`src/rtl/mux_arb_pkg_v.sv`:
```
// rtl/mux_arb_pkg_v.sv - shared constants and types for the 4:1 arbitrating mux
// Purpose: channel count, channel index constants, FSM state encoding and a
//          one-hot decode helper shared by the arbiter and the top level.
// Ports:   none (package).
package mux_arb_pkg_v;

   localparam int NUM_CH = 4;

   localparam logic [1:0] CH_A = 2'd0;
   localparam logic [1:0] CH_B = 2'd1;
   localparam logic [1:0] CH_C = 2'd2;
   localparam logic [1:0] CH_D = 2'd3;

   typedef enum logic {
      ST_IDLE   = 1'b0,
      ST_LOCKED = 1'b1
   } state_t;

   function automatic logic [NUM_CH-1:0] ch_onehot(input logic [1:0] idx);
      return 4'b0001 << idx;
   endfunction

endpackage

```
`src/rtl/rr_arb_4_v.sv`:
```
// rtl/rr_arb_4_v.sv - combinational 4-way round-robin arbiter
// Purpose: picks the first requester after the last-served pointer, searching
//          ptr+1, ptr+2, ptr+3, ptr (mod 4).
// Ports:   req     - request vector, bit k = channel k
//          ptr     - index of the most recently served channel
//          gnt_vld - some request is present
//          gnt_idx - binary index of the granted channel
module rr_arb_4_v
   import mux_arb_pkg_v::*;
(
   input  logic [NUM_CH-1:0] req,
   input  logic [1:0]        ptr,
   output logic              gnt_vld,
   output logic [1:0]        gnt_idx
);

   logic [1:0] cand;

   // Walk from lowest to highest priority; the last hit overwrites earlier
   // ones, so ptr+1 ends up winning whenever it requests.
   always_comb begin
      gnt_vld = 1'b0;
      gnt_idx = ptr;
      cand    = ptr;
      for (int i = NUM_CH; i >= 1; i--) begin
         cand = ptr + 2'(i);
         if (req[cand]) begin
            gnt_vld = 1'b1;
            gnt_idx = cand;
         end
      end
   end

endmodule

```
`src/rtl/mux_4_1_arb_v.sv`:
```
// rtl/mux_4_1_arb_v.sv - 4:1 merging mux with round-robin arbitration and packet lock
// Purpose: merges channels a..d onto one registered output stream, tagging each
//          beat with its source index; optionally holds a grant for a packet.
// Ports:   i_clk, i_rst           - clock, asynchronous active-high reset
//          i_valid, i_last        - per-channel valid and end-of-packet
//          i_data_a..i_data_d     - per-channel data
//          o_ready                - per-channel ready (combinational, one-hot or 0)
//          o_valid, o_data,
//          o_last, o_sel_code     - registered output beat and its source index
//          i_ready                - downstream ready
module mux_4_1_arb_v
   import mux_arb_pkg_v::*;
#(
   parameter int WIDTH    = 8,
   parameter bit PKT_LOCK = 1'b1
) (
   input  logic              i_clk,
   input  logic              i_rst,
   input  logic [NUM_CH-1:0] i_valid,
   input  logic [NUM_CH-1:0] i_last,
   input  logic [WIDTH-1:0]  i_data_a,
   input  logic [WIDTH-1:0]  i_data_b,
   input  logic [WIDTH-1:0]  i_data_c,
   input  logic [WIDTH-1:0]  i_data_d,
   output logic [NUM_CH-1:0] o_ready,
   output logic              o_valid,
   output logic [WIDTH-1:0]  o_data,
   output logic              o_last,
   output logic [1:0]        o_sel_code,
   input  logic              i_ready
);

   state_t           state_q, state_d;
   logic [1:0]       ptr_q, ptr_d;
   logic [1:0]       lock_ch_q, lock_ch_d;
   logic             o_valid_q, o_valid_d;
   logic [WIDTH-1:0] o_data_q, o_data_d;
   logic             o_last_q, o_last_d;
   logic [1:0]       o_sel_q, o_sel_d;

   logic             gnt_vld;
   logic [1:0]       gnt_idx;
   logic             load;
   logic             xfer;
   logic [1:0]       sel_idx;
   logic [WIDTH-1:0] sel_data;

   rr_arb_4_v u_arb (
      .req     (i_valid),
      .ptr     (ptr_q),
      .gnt_vld (gnt_vld),
      .gnt_idx (gnt_idx)
   );

   always_comb begin
      load = !o_valid_q || i_ready;

      // While locked the arbiter result is ignored; only the locked channel
      // may see ready, even when it has nothing to send.
      if (state_q == ST_LOCKED) begin
         sel_idx = lock_ch_q;
         o_ready = load ? ch_onehot(lock_ch_q) : '0;
      end else begin
         sel_idx = gnt_idx;
         o_ready = (load && gnt_vld) ? ch_onehot(gnt_idx) : '0;
      end

      xfer = |(i_valid & o_ready);

      case (sel_idx)
         CH_A:    sel_data = i_data_a;
         CH_B:    sel_data = i_data_b;
         CH_C:    sel_data = i_data_c;
         default: sel_data = i_data_d;
      endcase

      state_d   = state_q;
      ptr_d     = ptr_q;
      lock_ch_d = lock_ch_q;
      o_valid_d = o_valid_q;
      o_data_d  = o_data_q;
      o_last_d  = o_last_q;
      o_sel_d   = o_sel_q;

      if (xfer) begin
         o_valid_d = 1'b1;
         o_data_d  = sel_data;
         o_last_d  = i_last[sel_idx];
         o_sel_d   = sel_idx;
         if (state_q == ST_IDLE) begin
            ptr_d = sel_idx;
            if (PKT_LOCK && !i_last[sel_idx]) begin
               state_d   = ST_LOCKED;
               lock_ch_d = sel_idx;
            end
         end else if (i_last[sel_idx]) begin
            state_d = ST_IDLE;
         end
      end else if (load) begin
         // Output drained (or was empty) with nothing new: bubble, keep payload.
         o_valid_d = 1'b0;
      end
   end

   always_ff @(posedge i_clk or posedge i_rst) begin
      if (i_rst) begin
         state_q   <= ST_IDLE;
         ptr_q     <= CH_D;
         lock_ch_q <= CH_A;
         o_valid_q <= 1'b0;
         o_data_q  <= '0;
         o_last_q  <= 1'b0;
         o_sel_q   <= 2'd0;
      end else begin
         state_q   <= state_d;
         ptr_q     <= ptr_d;
         lock_ch_q <= lock_ch_d;
         o_valid_q <= o_valid_d;
         o_data_q  <= o_data_d;
         o_last_q  <= o_last_d;
         o_sel_q   <= o_sel_d;
      end
   end

   assign o_valid    = o_valid_q;
   assign o_data     = o_data_q;
   assign o_last     = o_last_q;
   assign o_sel_code = o_sel_q;

endmodule

```
`config.mk`:
```
export PLATFORM = sky130hd
export DESIGN_NAME = mux_4_1_arb_v
export DESIGN_NICKNAME = d
export VERILOG_FILES = /design/src/rtl/mux_arb_pkg_v.sv /design/src/rtl/rr_arb_4_v.sv /design/src/rtl/mux_4_1_arb_v.sv
export SDC_FILE = /design/constraint.sdc
export NUM_CORES = 1
export LEC_CHECK = 0
export ABC_AREA = 1
export BUFFER_PORTS_ARGS = -buffer_cell sky130_fd_sc_hd__buf_2
export CORE_MARGIN = 4
export CORE_UTILIZATION = 45
export DETAILED_ROUTE_END_ITERATION = 16
export PLACE_DENSITY = 0.79
export SLEW_MARGIN = 20
export SYNTH_ARGS = -nofsm -noshare
export SYNTH_HDL_FRONTEND = slang
export SYNTH_SLANG_ARGS = --single-unit
```
`constraint.sdc`:
```
create_clock -name i_clk -period 4.64 [get_ports i_clk]
set_input_delay 0.928 -clock i_clk [delete_from_list [all_inputs] [get_ports i_clk]]
set_output_delay 0.928 -clock i_clk [all_outputs]
set_load 0.01 [all_outputs]
```
### After elaboration in Yosys (flattened, before gate mapping)

Index checks and enable logic that the tools add are counted.

* bits in registers: 17
* input bits: 43
* word-level logic and storage cells: 55

* add/sub/neg operators: 3
* magnitude comparators: 5
* equal/unequal tests: 2
* shift-type cells: 2
* multiplexer cells: 25
* bitwise gates (word level): 3
* reductions and logical operators: 8

Operators with widths (number)
* $pmux 8 s3: 1
* $lt 2x3->1 const B: 5
* $mux 1: 12
* $mux 4: 3
* $bmux 1 s2: 5
* $mux 2: 4
* $shl 1x2->4 const A: 2
* $add 2x2->2 const B: 2
* $and 4x4->4: 1
* $reduce_or 4->1: 1
* $reduce_and 3->1: 1
* $add 2x1->2 const B: 1
* $eq 2x1->1 const B: 1
* $eq 2x2->1 const B: 1
* $logic_not 2->1: 1
* $not 1->1: 2
* $reduce_and 2->1: 1
* $reduce_bool 2->1: 1
* $logic_and 1x1->1: 1
* $logic_not 1->1: 1
* $logic_or 1x1->1: 1

### Depth between registers and ports, before layout

Gate-level depths: netlist of run 1.

* depth in word-level cells: 12
* mapped depth: 17
* gate-level depth less buffers: 17

### Hierarchy

From an unflattened synthesis of run 1, not the netlist that was laid out.

* cell total of the unflattened synthesis: 211
* area, all modules: 1303.8 sq um

By module, submodules not included
* mux_4_1_arb_v: instances 1, cells an instance 165, area an instance 1089.8 sq um, seq. area each 427.9 sq um
* rr_arb_4_v: instances 1, cells an instance 46, area an instance 214.0 sq um, seq. area each 0.0 sq um

### Worst setup path after synthesis of run 1

OpenSTA, ideal clock, no wires.

* path type: in2out
* from: in i_valid[3]
* to: out o_ready[1]
* arrival: 1.648 ns
* required time: 3.712 ns
* slack: 2.064 ns
* cell stages on the path: 9
* path buffers: 0
* cell sequence: inv_1 > nand2_2 > nand3_1 > nand2_1 > nand2_1 > nand3_1 > nand2_1 > nand3_1 > nand2_2

* cells in the longest elaborated chain, start to end: 9

Ends and longest elaborated chain
* start, declared: line mux_4_1_arb_v.sv:19 `input logic [NUM_CH-1:0] i_valid,`
* $bmux 1 s2: line rr_arb_4_v.sv:27 `if (req[cand]) begin`
* $mux 1 (not written as such): line rr_arb_4_v.sv:27
* $mux 1 (4 in a row): line rr_arb_4_v.sv:27
* $logic_and 1x1->1: line mux_4_1_arb_v.sv:65 `o_ready = (load && gnt_vld) ? ch_onehot(gnt_idx) : '0;`
* $mux 4 (*): line mux_4_1_arb_v.sv:65
* $mux 4 (*): line mux_4_1_arb_v.sv:60 `if (state_q == ST_LOCKED) begin`
* end, declared: line mux_4_1_arb_v.sv:25 `output logic [NUM_CH-1:0] o_ready,`

Mark *: on every way between the ends. The rest lies on a longest branch, timed or not. The select of a mux whose other input is x is not followed.

### Worst setup path after layout of run 1

* from: reg ptr_q[0]
* to: out o_ready[1]

* cells in the longest elaborated chain, start to end: 9

Ends and longest elaborated chain
* start, declared: line mux_4_1_arb_v.sv:34 `logic [1:0] ptr_q, ptr_d;`
* start signal, assigned: line mux_4_1_arb_v.sv:116 `ptr_q <= ptr_d;`
* $add 2x2->2 or $bmux 1 s2 (tied branches): line rr_arb_4_v.sv:26, rr_arb_4_v.sv:27
* $bmux 1 s2 or $mux 1 (tied branches): line rr_arb_4_v.sv:27
* $mux 1 (not written as such): line rr_arb_4_v.sv:27
* $mux 2 or $mux 1 (tied branches) (3 in a row): line rr_arb_4_v.sv:27
* $shl 1x2->4 or $logic_and 1x1->1 (tied branches): line mux_arb_pkg_v.sv:20, mux_4_1_arb_v.sv:65
* $mux 4 (*): line mux_4_1_arb_v.sv:65
* $mux 4 (*): line mux_4_1_arb_v.sv:60

Marked as above.

==> metrics.txt, run 1 <==
initial antenna violation count 0; crit start category register; most common cell after layout, fill and taps aside nand2_1; Placer Congestion 0.899; max-slew violations 0; initial core utilization 48.2%; Max H-tree Level 1; critical path type reg -> out; diode count 0; DRT Pass-1 Iters 4; Die Ht 63.1 um; DR WL/cell 12.2 um; hold path depth 2; Worst EP required 3.71 ns; HPWL Detailed 2990 um; Die Wd 63.1 um; Synth cell types 20; RSZ-0062 raised after global routing no; global-route usage over all layers 20.0%; Routed WL 3780 um; area of the core 0.00283 mm^2; first-pass GRT wire length 6540 um; critical path cell sequence inv_2 > nand2_1 > nand2_1 > nand2_1 > nand2_2 > nand2_1 > nand3_1 > nand2_1 > nand3_1 > nand2_2 > buf_2; Setup crit end kind output pin; top-area cell type share of the netlist area 31.1%; Peak VDD IR 0.343 mV; most frequent CP cell nand2_1; HP Class reg -> reg; Worst-Margin Slew 0.645 ns; final worst path period need 3.01 ns; crit path DAT 2.08 ns; PortBufs 58; ratio of cells with drive above 1 in the final layout 31.7%; clk_lat worst skew 0.29 ns; largest area contributor in the netlist nand2_1; grt total ovfl 0; First DRT Iteration DRCs 92; NumNets Final 322; FP Rows 19; Final ANT Viol Nets 0; PostCTS Resize Cnt 0; Syn Std Cell Area 0.00136 mm^2; Gate Count Post-Synth 221; TNS Setup 0 ns; syn_nets 264; CTS max path bufs 2; met2 usage 32.5%; R2R cell count 12; grt met1 use 25.9%; Max-cap violations 0; sequential-to-total area share from yosys stat 31.4%; Post-CTS Hold Buffers 0; I/O pin count 59; largest net degree at the start of global routing 18; CTS tree yes; flip-flop and latch count after synthesis 17; GRT met3 Usage 3.91%; worst-path maximum fanout 14; Max stage delay on crit path 0.71 ns; DRC violations left 0; P per Cell Area 829 mW/mm^2; final hold vios 0; most frequent cells in the layout nand2_1, buf_2, nand3_1; Slew Limit Headroom 57.0%; Die Area 0.00398 mm^2; Post-CTS Setup Repair Bufs 0; via/cell ratio 5.18; Max Clock Skew 0.00417 ns; cts bufs inserted 3; Avg Cell Area, Syn 6.17 um^2; Synth area leaders nand2_1, dfrtp_1, nand3_1; Slowest cell on crit path dfstp_2; fmax 0.333 GHz; leakage power 1.01 nW; clock sinks 17; Area growth, synth to finish 23.0%; GRT busiest layer met2; final setup vio count 0; vias in the first global route 1526; Ys Warns 0; final cycle utilization of the critical path 64.8%; status finished, final reports clean; clk root buf clkbuf_4; vias after detailed routing 1600; fillcell total 312; final worst slack 1.63 ns; Reg clk slew, reported paths 0.10 ns; pre-CTS setup slack 1.71 ns
-- critical path, delay by kind of cell, from the launching register on --
| family | cells | cell delay [ns] |
|---|---|---|
| flops | 1 | 0.71 |
| buf+inv | 2 | 0.29 |
| simple gates | 9 | 0.80 |
-- cells in the mapped netlist --
cell	n
nand2_1	113
nand3_1	29
inv_1	17
dfrtp_1	15
nand2_2	11
nand4_1	9
nor2_1	4
buf_6	3
nand3_2	3
nor2_2	3
dfstp_2	2
inv_2	2
o21ai_0	2
o21ai_2	2
a21oi_2	1
buf_2	1
clkbuf_1	1
nand2_4	1
nor2_4	1
o21ai_1	1
-- per-stage QoR --
| step | instance area, um^2 | power [mW] | instances | hold WS (ns) | utilization, % |
|---|---|---|---|---|---|
| 2_1_floorplan | 1360 | 1.10 | 221 | 0.463 | - |
| 3_3_place_gp | 1650 | 1.30 | 305 | 0.455 | 58.3 |
| 3_5_place_dp | 1650 | 1.32 | 305 | 0.462 | 58.3 |
| 4_1_cts | 1680 | 1.40 | 309 | 0.491 | 59.3 |
| 5_1_grt | 1680 | 1.56 | 309 | 0.525 | 59.3 |
| 6_report | 1680 | 1.39 | 309 | 0.484 | 59.3 |
-- report_power, final --
part / internal, mW / switching (mW) / total, mW
registers: 0.233 / 0.0653 / 0.298
logic: 0.329 / 0.684 / 1.01
clock network: 0.0321 / 0.0481 / 0.0801
total: 0.594 / 0.797 / 1.39
-- metal layers --
layer  vias up  share of wire [%]
met5         -                  0
met4         0                2.6
met3        10                9.0
met2        69                 47
met1       710                 42
li1        811                  -
-- state kept, by name, indices dropped and copies added (netlist names) --
signal      cells
ptr_q           2
o_sel_code      2
o_last          1
o_data          8
o_valid         1
lock_ch_q       2
state_q         1
-- worst paths after layout --
path / startpoint / endpoint / slack [ns]
setup / recovery: ptr_q[0]$_DFFE_PP1P_ / o_ready[1] / 1.63
hold / removal: o_sel_code[1]$_DFFE_PP0P_ / o_sel_code[1]$_DFFE_PP0P_ / 0.48
setup reg to reg: ptr_q[0]$_DFFE_PP1P_ / o_data[2]$_DFFE_PP0P_ / 2.19
hold reg to reg: o_sel_code[1]$_DFFE_PP0P_ / o_sel_code[1]$_DFFE_PP0P_ / 0.48
max in group asynchronous: i_rst / o_data[7]$_DFFE_PP0P_ / 3.52
min in group asynchronous: i_rst / o_sel_code[0]$_DFFE_PP0P_ / 0.70
-- kinds of logic (layout without fill, tap and decap cells) --
| group | Yosys count | in the layout | synth area share, % |
|---|---|---|---|
| flops | 17 | 17 | 31.4 |
| buf+inv | 24 | 81 | 8.35 |
| compound gates | 6 | 6 | 3.03 |
| simple gates | 174 | 174 | 57.2 |
-- final cells by class --
cell class	count	area (um^2)	area share, %
inverters	19	71.3	4.25
clock buffers	3	22.5	1.34
flip-flops and latches	17	428	25.5
multi-input cells	180	822	49.0
well taps	31	38.8	2.31
repair buffers	58	290	17.3
clock inverters	1	5.00	0.298
No activity file was read; power rests on OpenSTA's default activity.
==> run 2, diff against run 1 <==
- CORE_UTILIZATION: 45 -> 43
- clock period: 4.64 -> 2.6 ns (I/O delays scaled with it)
==> run 2 against run 1 <==
Via count down 2.8%. Final cell count up 5.8%. Critical endpoint unchanged. Critical path type unchanged. Global-route usage down 2.6 points. Sequential share of layout area down 0.59 points. Count of clock-buffer cells in the layout unchanged. Die area up 4.1%. Sequential power up 71%.
==> metrics.txt, run 2 (synthesized netlist as in run 1, its figures left out) <==
via/cell ratio 4.76 (-8.1%); status finished, final reports clean; vias in the first global route 1408 (-7.7%); PortBufs 58 (unchanged); Area growth, synth to finish 27.1%; Layout Cells excl Fill 327 (+5.8%); Power, Total 2.49 mW (+79%); initial core utilization 44.7% (-3.5 points); Worst EP required 2.08 ns (-1.63 ns); Routed WL 3550 um (-6.0%); Die Wd 64.3 um (+2.0%); Reg clk slew, reported paths 0.11 ns (about the same); crit path DAT 1.93 ns (-0.15 ns); First DRT Iteration DRCs 86 (-6.5%); utilization after layout 56.8% (-2.5 points); fillcell total 329 (+5.4%); ratio of cells with drive above 1 in the final layout 32.9% (+1.2 points); most frequent cells in the layout nand2_1, buf_2, nand3_1; clk_lat worst skew 0.29 ns (about the same); area of the core 0.00305 mm^2 (+7.9%); initial antenna violation count 0 (unchanged); HP Class in -> async; largest net degree at the start of global routing 18 (unchanged); leakage power 1.03 nW (+2.5%); first-pass GRT wire length 5850 um (-11%); Max H-tree Level 1 (unchanged); final cycle utilization of the critical path 94.4%; Max Clock Skew 0.0115 ns (+0.00731 ns); DRT Pass-1 Iters 4 (unchanged); clock power share 5.6% (-0.2 points); max-slew violations 0 (unchanged); final hold slack 0.287 ns (-0.197 ns); vias after detailed routing 1556 (-2.8%); HPWL Detailed 2870 um (-4.0%); clock sinks 17 (unchanged); placed insts 318 (+4.3%); crit start category register; switching share of power 55.7% (-1.6 points); most common cell after layout, fill and taps aside nand2_1; DR WL/cell 10.8 um (-11%); diode count 0 (unchanged); clk root buf clkbuf_4; NumNets Final 327 (+1.6%); CTS max path bufs 2 (unchanged); Max-cap violations 0 (unchanged); I/O pin count 59 (unchanged); Worst-Margin Slew 0.624 ns (-0.0205 ns); FP Rows 20 (+1); cts bufs inserted 3 (unchanged); fmax 0.407 GHz; Die Area 0.00414 mm^2 (+4.1%); area of the multi-input gates 822 um^2 (unchanged); Die Ht 64.3 um (+2.0%); global-route usage over all layers 17.4% (-2.6 points); RSZ-0062 raised after global routing no; final setup vio count 0 (unchanged); max FFs per register 8 (unchanged); grt total ovfl 0 (unchanged); final worst path period need 2.45 ns; sw power 1.39 mW (+74%); DRC violations left 0 (unchanged); Peak VDD IR 0.678 mV (+98%); worst-path maximum fanout 6 (-8); Flop pwr share 20.5% (-1.0 points); TNS Setup 0 ns (unchanged); FF/Latch Area 432 um^2 (+0.88%); P per Cell Area 1440 mW/mm^2 (+73%); Comb pwr share 73.9% (+1.1 points); Placer Congestion 0.873 (-2.9%); final hold vios 0 (unchanged); CTS tree yes; Final ANT Viol Nets 0 (unchanged); Setup crit end kind output pin; critical path type reg -> out; Power Internal 1.10 mW (+85%); Slew Limit Headroom 58.3% (+1.4 points)
[run 2: changes by cell type in the layout (fill, tap and decap cells not counted), sizes merged]
cell,delta
clkbuf,+1
buf,+4
[run 2: stage by stage]
step	setup slack, ns	cell area, um^2
floorplan	0.684	1360
global placement	0.233	1670
global route	0.0235	1730
finish	0.146	1730
detailed placement	0.229	1670
CTS	0.0384	1690
[run 2: power by group through the flow]
stage	Clock [mW]	Sequential, mW	Combinational, mW
floorplan	0	0.542	1.41
global placement	0	0.529	1.76
detailed placement	0	0.527	1.78
CTS	0.145	0.525	1.79
global route	0.157	0.530	2.10
finish	0.139	0.511	1.84
[run 2: layer usage]
metal / track usage, % / routed length, um / vias to the layer above / share of wire [%]
met3: 2.28 / 253 / 2 / 7.1
met1: 22.7 / 1610 / 676 / 45
li1: - / - / 822 / -
met5: 0 / 0 / - / 0
met2: 30.2 / 1670 / 56 / 47
met4: 4.22 / 16 / 0 / 0.45
[run 2: what timing repair did]
action                                  in CTS  in global routing
endpoints found under the setup margin       0                 10
resized for setup                            0                  1
setup buffers                                0                  5
hold buffers                                 0                  0
[run 2: layout make-up]
| class | count | share of cell area [%] |
|---|---|---|
| Clock buffer | 3 | 1.30 |
| Clock inverter | 1 | 0.289 |
| Inverter | 19 | 4.12 |
| Multi-Input combinational cell | 180 | 47.4 |
| Sequential cell | 17 | 24.9 |
| Tap cell | 44 | 3.18 |
| Timing Repair Buffer | 63 | 18.8 |
[run 2: worst paths after layout]
path / start / to / slack [ns] / cells after the start
max reg2reg: ptr_q[0]$_DFFE_PP1P_ / lock_ch_q[1]$_DFFE_PP0P_ / 0.30 / 16
max in group asynchronous: i_rst / o_data[0]$_DFFE_PP0P_ / 1.90 / 2
min reg2reg: o_sel_code[1]$_DFFE_PP0P_ / o_sel_code[1]$_DFFE_PP0P_ / 0.48 / 2
max: ptr_q[0]$_DFFE_PP1P_ / o_ready[1] / 0.15 / 11
min in group i_clk: o_sel_code[1]$_DFFE_PP0P_ / o_sel_code[1]$_DFFE_PP0P_ / 0.48 / 2
min: i_rst / o_sel_code[1]$_DFFE_PP0P_ / 0.29 / 2
[run 2: worst max-delay path, cell delays in order, from the launching register on]
cell,delay (ns)
dfstp_4,0.66
clkbuf_2,0.17
nand2_1,0.06
nand2_1,0.08
nand2_1,0.06
nand2_2,0.07
nand2_1,0.07
nand3_1,0.09
nand2_1,0.09
nand3_1,0.09
nand2_2,0.07
buf_2,0.14
==> run 3, diff against run 2 <==
- CORE_UTILIZATION: 43 -> 42
- SYNTH_HIERARCHICAL: unset -> 1
==> run 3 against run 2 <==
The flow now finishes with violations (setup timing). Highest routed layer unchanged. Critical path type unchanged. Clock power is 4% higher. Maximum frequency decreased by 6.3%. Combinational power is 16% higher. Via count fell by 2.0%. Critical endpoint unchanged. Hold slack gained 0.0099 ns. Sequential power up 3%.
==> metrics.txt, run 3 <==
status finished with violations; failing checks setup timing; first-pass GRT wire length 6090 um (+4.1%); Synth Area in XOR/XNOR 0% (unchanged); diode count 0 (unchanged); Placer Congestion 0.828 (-5.2%); ratio of cells with drive above 1 in the final layout 40.1% (+7.2 points); Gate Count Post-Synth 211 (-4.5%); Post-Synth Adder-Cell Area 0% (unchanged); area of the core 0.00285 mm^2 (-6.6%); initial core utilization 45.7% (+1.0 points); GRT met3 Usage 3.37% (+1.1 points); placed insts 297 (-6.6%); Reg clk slew, reported paths 0.10 ns (about the same); DRC violations left 0 (unchanged); Slowest cell on crit path dfstp_2; TNS Setup -0.0219 ns (-0.0219 ns); Power, Total 2.80 mW (+12%); Worst-Margin Slew 0.641 ns (+0.0174 ns); final hold vios 0 (unchanged); Max Clock Skew 0.00434 ns (-0.00714 ns); largest family of logic cells by synthesized area simple AND/OR/NAND/NOR gates; NumNets Final 321 (-1.8%); syn_nets 254 (-3.8%); Peak VDD IR 0.977 mV (+44%); grt met1 use 22.7% (about the same); post-place instance area 0.00160 mm^2 (-4.1%); Syn Std Cell Area 0.00130 mm^2 (-4.4%); DR WL/cell 11.9 um (+10%); Ys Warns 6 (+6); FP Rows 19 (-5.0%); First DRT Iteration DRCs 50 (-42%); Max stage delay on crit path 0.63 ns (-0.03 ns); Max-cap violations 0 (unchanged); max FFs per register 8 (unchanged); clk root buf clkbuf_4; sequential-to-total area share from yosys stat 32.8% (+1.4 points); vias in the first global route 1445 (+2.6%); PortBufs 58 (unchanged); GRT busiest layer met2; critical path cell sequence buf_6 > nand2_1 > nand3_1 > nand2_1 > inv_1 > nand2_2 > nand3_1 > nand2_1 > inv_2 > nand3b_1 > o21ai_2 > buf_2; Setup crit end kind output pin; CP delay by family, top flip-flops; Avg Cell Area, Syn 6.18 um^2 (+0.13%); Die Ht 63.7 um (-0.93%); Max H-tree Level 1 (unchanged); crit start category register; RSZ-0062 raised after global routing yes; largest area contributor in the netlist nand2_1; flip-flop and latch count after synthesis 17 (unchanged); grt total ovfl 0 (unchanged); final worst slack -0.0206 ns (-0.166 ns); Routed WL 3670 um (+3.6%); most common cell after layout, fill and taps aside nand2_1; CTS tree yes; pre-CTS setup slack 0.167 ns (-0.0615 ns); Final ANT Viol Nets 0 (unchanged); met2 usage 31.2% (+1.0 points); final non-filler cell area 0.00177 mm^2 (+2.4%); most frequent cells in the layout nand2_1, buf_2, inv_1, nand2_2, dfrtp_1; CTS max path bufs 2 (unchanged); post-synthesis mux area share 0% (unchanged); cts bufs inserted 3 (unchanged); largest net degree at the start of global routing 18 (unchanged); clk_lat worst skew 0.29 ns (about the same); final cycle utilization of the critical path 101% (+6.4 points); Post-Synth Simple-Gate Area 52.4% (-4.8 points); P per Cell Area 1580 mW/mm^2 (+9.8%); fmax 0.382 GHz (-6.3%); fillcell total 282 (-14%); HPWL Detailed 2780 um (-3.0%); vias after detailed routing 1525 (-2.0%); synth cell count leaders nand2_1, inv_1, dfrtp_1; compound-gate portion of the synthesized area 5.66% (+2.6 points); Die Area 0.00406 mm^2 (-1.9%); final worst path period need 2.62 ns (+0.166 ns); via/cell ratio 4.95 (+4.1%); Synth area leaders nand2_1, dfrtp_1, nand2_2; Area growth, synth to finish 36.1%; DRT Pass-1 Iters 4 (unchanged); global-route usage over all layers 18.1% (+0.68 points); most frequent CP cell nand2_1; Slew Limit Headroom 57.2% (-1.2 points); Synth cell types 22 (+10%); worst-path maximum fanout 6 (unchanged); I/O pin count 59 (unchanged); leakage power 1.04 nW (+1.0%); final setup vio count 2 (+2); Post-CTS Hold Buffers 0 (unchanged); crit path DAT 2.10 ns (+0.17 ns); Layout Cells excl Fill 308 (-5.8%); critical path type reg -> out; Critical path buffers and inverters 4 (+2); count leader, synth nand2_1; clock sinks 17 (unchanged); Die Wd 63.7 um (-0.93%); Async S/R FF share, synth 100% (unchanged); Worst EP required 2.08 ns (about the same); max-slew violations 0 (unchanged); EDFF count, synth 0 (unchanged); top_reg_cell synth dfrtp_1; top-area cell type share of the netlist area 32.8% (+1.7 points); initial antenna violation count 0 (unchanged); HP Class in -> async
run 3: cell types whose count changed in the layout (fill, tap and decap cells not counted), moves of 2 or more:
cell,previous run,this run
nand3_1,29,12
buf_6,0,3
nand2_1,113,104
nand2_4,1,6
inv_2,2,5
nand3_2,3,1
nand2_2,11,15
inv_1,17,15
nor2_1,4,2
run 3: cells by family after synthesis:
group,after synthesis
AO/OA/AOI/OAI,12
flip-flops,17
buffers and inverters,25
AND/OR/NAND/NOR,157
run 3: worst paths after layout:
check | endpoint | slack (ns) | cells after the start | startpoint
setup / recovery | o_ready[1] | -0.02 | 12 | ptr_q[0]$_DFFE_PP1P_
hold / removal | o_last$_DFFE_PP0P_ | 0.30 | 2 | i_rst
setup reg to reg | o_data[5]$_DFFE_PP0P_ | 0.17 | 17 | ptr_q[0]$_DFFE_PP1P_
hold reg to reg | o_sel_code[1]$_DFFE_PP0P_ | 0.48 | 2 | o_sel_code[1]$_DFFE_PP0P_
max in group asynchronous | o_data[1]$_DFFE_PP0P_ | 1.89 | 2 | i_rst
min in group i_clk | o_sel_code[1]$_DFFE_PP0P_ | 0.48 | 2 | o_sel_code[1]$_DFFE_PP0P_
run 3: metal layers:
metal,routed length (um),vias to the layer above
met5,0,-
met2,1830,38
met1,1590,684
met4,61,0
met3,193,6
li1,-,797
run 3: power by group:
group,switching (mW),internal [mW]
sequential,0.109,0.418
clock,0.0864,0.0572
combinational,1.36,0.767
run 3: repair_timing:
action                     CTS  global route
setup buffers                2             5
hold endpoints to repair     0             0
setup endpoints to repair    3            16
gates resized for setup      4            27
pin swaps                    0            17
run 3: layout make-up:
type	count	area, um^2	area share, %
Clock buffer	3	22.5	1.27
Clock inverter	1	5.00	0.282
Inverter	22	85.1	4.80
Multi-Input combinational cell	169	838	47.2
Sequential cell	17	428	24.1
Tap cell	31	38.8	2.19
Timing Repair Buffer	65	357	20.1
run 3: stage by stage:
step / util [%] / hold slack [ns]
2_1_floorplan: - / 0.445
3_3_place_gp: 56.1 / 0.460
3_5_place_dp: 56.1 / 0.459
4_1_cts: 57.7 / 0.322
5_1_grt: 62.2 / 0.344
6_report: 62.2 / 0.297
run 3: worst reg2reg max path, cell delays in order (launching register included):
cell and delay (ns):
dfstp_2 0.63, buf_6 0.15, nand2_1 0.06, nand2_2 0.09
nand2_2 0.06, nand2_1 0.07, a21oi_2 0.04, a21oi_2 0.19
buf_4 0.16, nor3_2 0.04, nand2_1 0.06, nand2_1 0.05
buf_4 0.13, nand2_2 0.05, nand2_2 0.09, nor2_4 0.34
nand2_1 0.09, nand2_1 0.09
